File: config.mk
export PLATFORM = sky130hd
export DESIGN_NAME = arp_tx_scheduler
export DESIGN_NICKNAME = d
export VERILOG_FILES = /design/src/rtl/arp_tx_scheduler.sv
export SDC_FILE = /design/constraint.sdc
export NUM_CORES = 1
export LEC_CHECK = 0
export ABC_AREA = 1
export CAP_MARGIN = 0
export CORE_AREA = 5 5 67 69
export CTS_CLUSTER_DIAMETER = 30
export DETAILED_ROUTE_END_ITERATION = 8
export DIE_AREA = 0 0 72 74
export DONT_BUFFER_PORTS = 1
export RECOVER_POWER = 50
export SLEW_MARGIN = 20
export SYNTH_ARGS = -nofsm -noshare
export SYNTH_HDL_FRONTEND = slang
export SYNTH_SLANG_ARGS = --single-unit
File: constraint.sdc
create_clock -name tx_axis_aclk -period 3.2 [get_ports tx_axis_aclk]
set_input_delay 0.32 -clock tx_axis_aclk [delete_from_list [all_inputs] [get_ports tx_axis_aclk]]
set_output_delay 0.32 -clock tx_axis_aclk [all_outputs]
set_load 0.01 [all_outputs]
File: src/rtl/arp_tx_scheduler.sv
// ARP transmit scheduler.
// Arbitrates ARP reply/request jobs onto a single ARP TX engine and runs the
// destination-MAC resolution FSM that gates the UDP transmit path.
// Build option: define ARP_RETRY_EN to re-issue unanswered ARP requests up to
// MAX_RETRIES times; without it the first timeout abandons resolution.
module arp_tx_scheduler #(
    parameter int unsigned RETRY_TIMEOUT = 156250,
    parameter int unsigned MAX_RETRIES   = 3
) (
    input  logic tx_axis_aclk,
    input  logic tx_axis_areset,
    input  logic arp_reply_req,
    output logic arp_reply_ack,
    input  logic arp_request_req,
    output logic arp_request_ack,
    output logic arp_tx_start,
    output logic arp_tx_op,
    input  logic arp_tx_busy,
    input  logic mac_exist,
    input  logic arp_reply_valid,
    input  logic udp_tx_req,
    output logic udp_tx_grant,
    output logic resolve_fail
);

    localparam int unsigned TIMER_W = (RETRY_TIMEOUT > 1) ? $clog2(RETRY_TIMEOUT) : 1;
    localparam logic [TIMER_W-1:0] TIMER_LAST = TIMER_W'(RETRY_TIMEOUT - 1);

`ifdef ARP_RETRY_EN
    localparam int unsigned RETRY_W = (MAX_RETRIES > 0) ? $clog2(MAX_RETRIES + 1) : 1;
    localparam logic [RETRY_W-1:0] RETRY_LIMIT = RETRY_W'(MAX_RETRIES);
`else
    // MAX_RETRIES has no effect in this build.
    localparam int unsigned max_retries_unused = MAX_RETRIES;
`endif

    typedef enum logic [2:0] {
        S_IDLE,
        S_REQ,
        S_WAIT,
        S_GRANT,
        S_FAIL
    } state_t;

    state_t              state_q;
    logic [TIMER_W-1:0]  timer_q;
`ifdef ARP_RETRY_EN
    logic [RETRY_W-1:0]  retry_q;
`endif
    logic                grant_q;
    logic                fail_q;

    logic                start_q;
    logic                op_q;
    logic                reply_ack_q;
    logic                request_ack_q;
    logic                last_op_q;

    logic                fsm_req;
    logic                slot;
    logic                request_pend;
    logic                issue_reply;
    logic                issue_request;

    // Arbitration decision for the next TX slot; alternates when the last op was a reply.
    always_comb begin
        fsm_req       = (state_q == S_REQ);
        request_pend  = arp_request_req | fsm_req;
        slot          = ~arp_tx_busy & ~start_q;
        issue_reply   = 1'b0;
        issue_request = 1'b0;
        if (slot) begin
            if (arp_reply_req && !(request_pend && last_op_q)) begin
                issue_reply = 1'b1;
            end else if (request_pend) begin
                issue_request = 1'b1;
            end
        end
    end

    // Registered start/opcode/acks; one request frame serves RX and the resolution FSM together.
    always_ff @(posedge tx_axis_aclk) begin
        if (tx_axis_areset) begin
            start_q       <= 1'b0;
            op_q          <= 1'b0;
            reply_ack_q   <= 1'b0;
            request_ack_q <= 1'b0;
            last_op_q     <= 1'b0;
        end else begin
            start_q       <= issue_reply | issue_request;
            op_q          <= issue_reply;
            reply_ack_q   <= issue_reply;
            request_ack_q <= issue_request & arp_request_req;
            if (issue_reply) begin
                last_op_q <= 1'b1;
            end else if (issue_request) begin
                last_op_q <= 1'b0;
            end
        end
    end

    // Resolution FSM with registered grant and failure pulse.
    always_ff @(posedge tx_axis_aclk) begin
        if (tx_axis_areset) begin
            state_q <= S_IDLE;
            timer_q <= '0;
`ifdef ARP_RETRY_EN
            retry_q <= '0;
`endif
            grant_q <= 1'b0;
            fail_q  <= 1'b0;
        end else begin
            grant_q <= 1'b0;
            fail_q  <= 1'b0;
            case (state_q)
                S_IDLE: begin
                    if (udp_tx_req) begin
                        if (mac_exist) begin
                            state_q <= S_GRANT;
                        end else begin
                            state_q <= S_REQ;
`ifdef ARP_RETRY_EN
                            retry_q <= '0;
`endif
                        end
                    end
                end
                S_REQ: begin
                    // Leave on the slot decision itself, so WAIT starts with the start pulse.
                    if (issue_request) begin
                        state_q <= S_WAIT;
                        timer_q <= '0;
                    end
                end
                S_WAIT: begin
                    if (arp_reply_valid || mac_exist) begin
                        state_q <= S_GRANT;
                    end else if (timer_q == TIMER_LAST) begin
`ifdef ARP_RETRY_EN
                        if (retry_q < RETRY_LIMIT) begin
                            state_q <= S_REQ;
                            retry_q <= retry_q + 1'b1;
                        end else begin
                            state_q <= S_FAIL;
                            fail_q  <= 1'b1;
                        end
`else
                        state_q <= S_FAIL;
                        fail_q  <= 1'b1;
`endif
                    end else begin
                        timer_q <= timer_q + 1'b1;
                    end
                end
                S_GRANT: begin
                    if (!udp_tx_req) begin
                        state_q <= S_IDLE;
                    end else if (!mac_exist) begin
                        state_q <= S_REQ;
`ifdef ARP_RETRY_EN
                        retry_q <= '0;
`endif
                    end else begin
                        grant_q <= 1'b1;
                    end
                end
                S_FAIL: begin
                    state_q <= S_IDLE;
                end
                default: begin
                    state_q <= S_IDLE;
                end
            endcase
        end
    end

    assign arp_tx_start    = start_q;
    assign arp_tx_op       = op_q;
    assign arp_reply_ack   = reply_ack_q;
    assign arp_request_ack = request_ack_q;
    assign udp_tx_grant    = grant_q;
    assign resolve_fail    = fail_q;

endmodule
==> flow_metrics.env, run 1 <==
export IMPL_required_ns=3.39
export IMPL_setup_ws_ns=0.998
export IMPL_final_cells=316
export IMPL_drc=0
export IMPL_antenna_cells=0
export IMPL_yosysWarnings=0
export IMPL_clock_tree_root_cell="clkbuf_8"
export IMPL_ys_ff_latch=27
export IMPL_pre_cts_ws_ns=1.38
export IMPL_clk_latency_ns=0.28
export IMPL_synth_area_um2=1680
export IMPL_fp_dieW_um=72
export IMPL_design_area_um2=1740
export IMPL_dp_cells=312
export IMPL_crit_top_cell="nor2_1"
export IMPL_placed_area_um2=1690
export IMPL_path_cells="inv_1 > nor2_1 > nand2_1 > nor2_1 > nand2_1 > nand2_4 > inv_1 > nor2_1 > nor2_1"
export IMPL_min_path_type="primary input to register"
export IMPL_tightest_slew_ns=0.521
export IMPL_grt_pass1_wl_um=6400
export IMPL_max_stage_delay_ns=0.36
export IMPL_grt_antenna_before_repair=0
export IMPL_drt_iter0_markers=153
export IMPL_power_density_cell_area_nw_per_um2=523
export IMPL_post_route_util=0.450
export IMPL_drv_cap=0
export IMPL_area_delta_synth_final_pct=3.27
export IMPL_port_buffers=0
export IMPL_synth_fp_nets=279
export IMPL_crit_arrival_ns=2.39
export IMPL_rsz0062_at_grt="no"
export IMPL_holdWs_ns=0.0910
export IMPL_holdBufCountCts=0
export IMPL_vias=1600
export IMPL_cts_buffers=3
export IMPL_io_pins=14
export IMPL_clockBufferDepth=2
export IMPL_power_mw=0.909
export IMPL_num_rows=23
export IMPL_fp_dieArea_um2=5330
export IMPL_cts_sinks=27
export IMPL_wl_um=3600
export IMPL_outcome="completed"
export IMPL_critical_path_slowest_cell="dfxtp_1"
export IMPL_avgRoutedWirePerCell_um=11.4
export IMPL_avgSynthCellArea_um2=6.25
export IMPL_grt_usage=0.149
export IMPL_hold_viol_final=0
export IMPL_cts_htree_levels=1
export IMPL_post_cts_resized=0
export IMPL_cp_end_kind="register"
export IMPL_finalSetupViolations=0
export IMPL_synth_distinct_cells=32
export IMPL_routabilityCongestion=0.824
export IMPL_ir_worst_vdd_v=0.000331
export IMPL_grt_max_degree=27
export IMPL_antenna_left=0
export IMPL_place_hpwl_um=2650
export IMPL_worstSetupStartpointType="register"
export IMPL_avgViaCountPerCell=5.06
export IMPL_final_max_slew_violation_count=0
export IMPL_critPathMaxFanout=26
export IMPL_netlist_instances=269
export IMPL_slew_headroom=0.652
export IMPL_yosysSeqAreaShare=0.321
export IMPL_path_clk_slew_ns=0.11
export IMPL_clock_skew_ns=0.00246
export IMPL_crit_type="register to register"
export IMPL_fp_dieH_um=74
export IMPL_drive_above_1_share=0.0789
export IMPL_min_period_ns=2.20
export IMPL_firstDrtPassIters=4
export IMPL_fmax_mhz=454
export IMPL_cts_tree="built"
export IMPL_grt_pass1_vias=1462
export IMPL_start_util=0.436
export IMPL_period_share=0.688
export IMPL_cts_setup_buffers=0
export IMPL_grt_remaining_overflow=0
export IMPL_power_leakage_nw=0.702
export IMPL_nets=277
export IMPL_core_um2=3860
export IMPL_setup_tns_ns=0
[worst max-delay path: cells and delay by family, from the launching register on]
family	cells	cell delay [ns]
buffers and inverters	2	0.15
flip-flops	1	0.36
AND/OR/NAND/NOR	7	1.59
[cells in the final DEF (no fill, tap or decap), drive strengths merged]
master | Yosys | final
a21oi | 12 | 12
a31oi | 1 | 1
clkbuf | 2 | 3
clkinv | 1 | 1
dfxtp | 27 | 27
xor2 | 3 | 3
xnor2 | 1 | 1
nor3b | 1 | 1
nor2 | 56 | 56
and2 | 1 | 1
o21bai | 1 | 1
o211ai | 2 | 2
o2111ai | 1 | 1
nand2 | 74 | 74
inv | 34 | 35
nor3 | 2 | 2
nand4 | 5 | 5
nand3 | 26 | 26
nor4 | 2 | 2
ha | 2 | 2
o21ai | 8 | 8
or2 | 1 | 1
a211oi | 1 | 1
[kinds of logic after synthesis]
kind of cell	Yosys count	share of synthesized area
and+or+nand+nor	168	0.438
buffers and inverters	42	0.108
DFF	27	0.321
AOI/OAI and AO/OA	26	0.0967
xor gates and xnor gates	4	0.0208
adders and majority gates	2	0.0149
[state kept, by name (all words and copies together) (netlist names)]
signal	count
timer_q	18
state_q	3
udp_tx_grant	1
last_op_q	1
resolve_fail	1
arp_tx_start	1
arp_reply_ack	1
arp_request_ack	1
[final cells by class]
class / instances / area (um2)
multi-input combinational: 200 / 952
clock buffer: 3 / 41.3
sequential: 27 / 541
fill: 442 / 2120
tap: 50 / 62.6
inverter: 35 / 131
clock inverter: 1 / 8.76
[worst paths after layout]
kind                                     start          end  slack [ns]  cells after the start
worst max-delay path                state_q[1]   timer_q[2]         1.0                      9
worst min-delay path            tx_axis_areset   timer_q[6]        0.09                      1
worst max register to register      state_q[1]   timer_q[2]         1.0                      9
worst min register to register     timer_q[13]  timer_q[13]        0.53                      2
[routing by layer]
layer	vias to the layer above	global-route usage	wire length (um)	part of all wire
met5	-	0	0	0
met2	16	0.251	1610	0.45
met3	6	0.0216	108	0.030
li1	844	-	-	-
met1	734	0.199	1840	0.51
met4	0	0.0418	41	0.011
[power breakdown]
| group | internal [mW] | switching, mW |
|---|---|---|
| Sequential | 0.372 | 0.0363 |
| Clock | 0.0917 | 0.123 |
| Combinational | 0.0860 | 0.200 |
[Yosys cell counts]
master / number / area share
nor2_1: 47 / 0.10
nand2_2: 4 / 0.015
nand3_1: 25 / 0.074
a21oi_1: 12 / 0.036
a31oi_1: 1 / 0.0037
and2_1: 1 / 0.0037
o211ai_1: 2 / 0.0089
nor3_1: 2 / 0.0060
dfxtp_1: 27 / 0.32
clkinv_1: 1 / 0.0022
a211oi_1: 1 / 0.0045
buf_2: 1 / 0.0030
o2111ai_4: 1 / 0.016
nor4_1: 2 / 0.0074
o21ai_0: 4 / 0.012
nand2_4: 1 / 0.0067
xor2_1: 3 / 0.016
o21ai_1: 4 / 0.012
nand3_2: 1 / 0.0060
buf_4: 2 / 0.0089
xnor2_1: 1 / 0.0052
inv_2: 4 / 0.0089
ha_1: 2 / 0.015
buf_6: 2 / 0.013
nor3b_1: 1 / 0.0045
nand4_1: 5 / 0.019
nor2_2: 9 / 0.033
inv_1: 30 / 0.067
clkbuf_1: 2 / 0.0045
o21bai_1: 1 / 0.0045
nand2_1: 69 / 0.15
or2_2: 1 / 0.0037
Power figures use the tool's default switching activity.
==> run 2: changes to the inputs <==
==> constraint.sdc (replaced) <==
create_clock -name tx_axis_aclk -period 2 [get_ports tx_axis_aclk]
set_input_delay 0.2 -clock tx_axis_aclk [delete_from_list [all_inputs] [get_ports tx_axis_aclk]]
set_output_delay 0.2 -clock tx_axis_aclk [all_outputs]
set_load 0.01 [all_outputs]
==> flow_metrics.env, run 2 (synthesis gave the netlist of run 1 again) <==
export IMPL_outcome="completed"
export IMPL_power_mw=1.49
export IMPL_clockBufferDepth=2
export IMPL_hold_viol_final=0
export IMPL_reg_top3="timer_q (18), state_q (3)"
export IMPL_drive_above_1_share=0.104
export IMPL_dp_cells=315
export IMPL_post_cts_resized=0
export IMPL_final_cells=320
export IMPL_multi_input_area_um2=960
export IMPL_grt_pass1_vias=1467
export IMPL_grt_max_degree=27
export IMPL_power_leakage_nw=0.722
export IMPL_post_route_util=0.461
export IMPL_grtUsageMet1=0.210
export IMPL_design_area_um2=1780
export IMPL_critPathMaxFanout=26
export IMPL_final_max_slew_violation_count=0
export IMPL_nets=281
export IMPL_grt_pass1_wl_um=6640
export IMPL_cts_tree="built"
export IMPL_min_period_ns=1.75
export IMPL_setup_tns_ns=0
export IMPL_drt_iter0_markers=62
export IMPL_port_buffers=0
export IMPL_drv_cap=0
export IMPL_power_density_cell_area_nw_per_um2=840
export IMPL_regMostFlops="timer_q"
export IMPL_grtUsageMet2=0.253
export IMPL_crit_arrival_ns=1.98
export IMPL_drc=0
export IMPL_crit_top_cell="nand2_1"
export IMPL_busiest_layer="met2"
export IMPL_slew_headroom=0.683
export IMPL_path_clk_slew_ns=0.10
export IMPL_antenna_cells=0
export IMPL_routabilityCongestion=0.785
export IMPL_grt_antenna_before_repair=0
export IMPL_path_cells="ha_1 > nand3_1 > nor2_2 > nand3_2 > nand2_2 > nand2_4 > nand2_1 > nand2_1 > nor2_1"
export IMPL_cts_buffers=3
export IMPL_cts_setup_buffers=0
export IMPL_fp_dieH_um=74
export IMPL_tightest_slew_ns=0.475
export IMPL_finalSetupViolations=0
export IMPL_fp_dieW_um=72
export IMPL_final_cell_mix="69 x nand2_1, 47 x nor2_1, 30 x inv_1, 27 x dfxtp_1, 25 x nand3_1"
export IMPL_cts_sinks=27
export IMPL_ir_worst_vdd_v=0.000616
export IMPL_worstSetupStartpointType="register"
export IMPL_regArea_um2=541
export IMPL_grt_usage=0.158
export IMPL_num_fill_cells=442
export IMPL_period_share=0.876
export IMPL_max_stage_delay_ns=0.43
export IMPL_crit_buf_inv=0
export IMPL_min_path_type="primary input to register"
export IMPL_clk_latency_ns=0.29
export IMPL_avgViaCountPerCell=4.95
export IMPL_area_delta_synth_final_pct=5.65
export IMPL_rsz0062_at_grt="no"
export IMPL_io_pins=14
export IMPL_vias=1583
export IMPL_start_util=0.436
export IMPL_wl_um=3660
export IMPL_grt_remaining_overflow=0
export IMPL_num_rows=23
export IMPL_path_delay_family="simple AND/OR/NAND/NOR gates"
export IMPL_largest_register_ffs=18
export IMPL_critical_path_slowest_cell="dfxtp_1"
export IMPL_cp_end_kind="register"
export IMPL_crit_type="register to register"
export IMPL_place_hpwl_um=2700
export IMPL_placed_area_um2=1720
export IMPL_clock_tree_root_cell="clkbuf_8"
export IMPL_cts_htree_levels=1
export IMPL_core_um2=3860
export IMPL_fp_dieArea_um2=5330
export IMPL_layout_commonest_cell="nand2_1"
export IMPL_fmax_mhz=571
export IMPL_firstDrtPassIters=5
export IMPL_clock_skew_ns=0.00440
export IMPL_use_met3=0.0243
export IMPL_required_ns=2.23
export IMPL_antenna_left=0
export IMPL_avgRoutedWirePerCell_um=11.4
[run 2: timing repair]
action / in CTS / in global routing
endpoints found under the setup margin: 0 / 0
hold buffers: 1 / 0
hold endpoints to repair: 13 / 0
[run 2: worst register-to-register path: stages (launching register included)]
cell and delay, ns:
dfxtp_1 0.43, ha_1 0.18, nand3_1 0.09, nor2_2 0.13, nand3_2 0.12, nand2_2 0.23
nand2_4 0.22, nand2_1 0.13, nand2_1 0.06, nor2_1 0.10
[run 2: per-layer routing]
metal  part of all wire  vias up
met5                  0        -
met4              0.020        0
met3              0.046        5
met2               0.43       35
met1               0.51      691
li1                   -      852
[run 2: area by class of cell]
| cell class | count | share of cell area |
|---|---|---|
| Timing Repair Buffer | 4 | 0.0183 |
| Clock inverter | 1 | 0.00493 |
| Tap cell | 50 | 0.0352 |
| Sequential cell | 27 | 0.304 |
| Clock buffer | 3 | 0.0232 |
| Inverter | 35 | 0.0739 |
| Multi-Input combinational cell | 200 | 0.540 |
[run 2: where the power goes]
part           total [mW]  internal [mW]  switching (mW)
registers           0.654          0.595          0.0583
clock network       0.350          0.147           0.203
logic               0.489          0.156           0.333
total                1.49          0.899           0.594
[run 2: through the flow]
step	setup slack (ns)	hold slack, ns
final	0.248	0.0607
after global routing	0.000751	0.0602
after CTS	0.240	0.0563
after detailed placement	0.263	0.272
after global placement	0.292	0.272
after floorplan	0.549	0.277
[run 2: final timing paths]
check	to	slack, ns	from	cells after the start
min reg2reg	udp_tx_grant	0.54	state_q[0]	2
max reg2reg	timer_q[13]	0.25	timer_q[0]	9
min	arp_tx_start	0.06	arp_reply_req	2
max	timer_q[13]	0.25	timer_q[0]	9
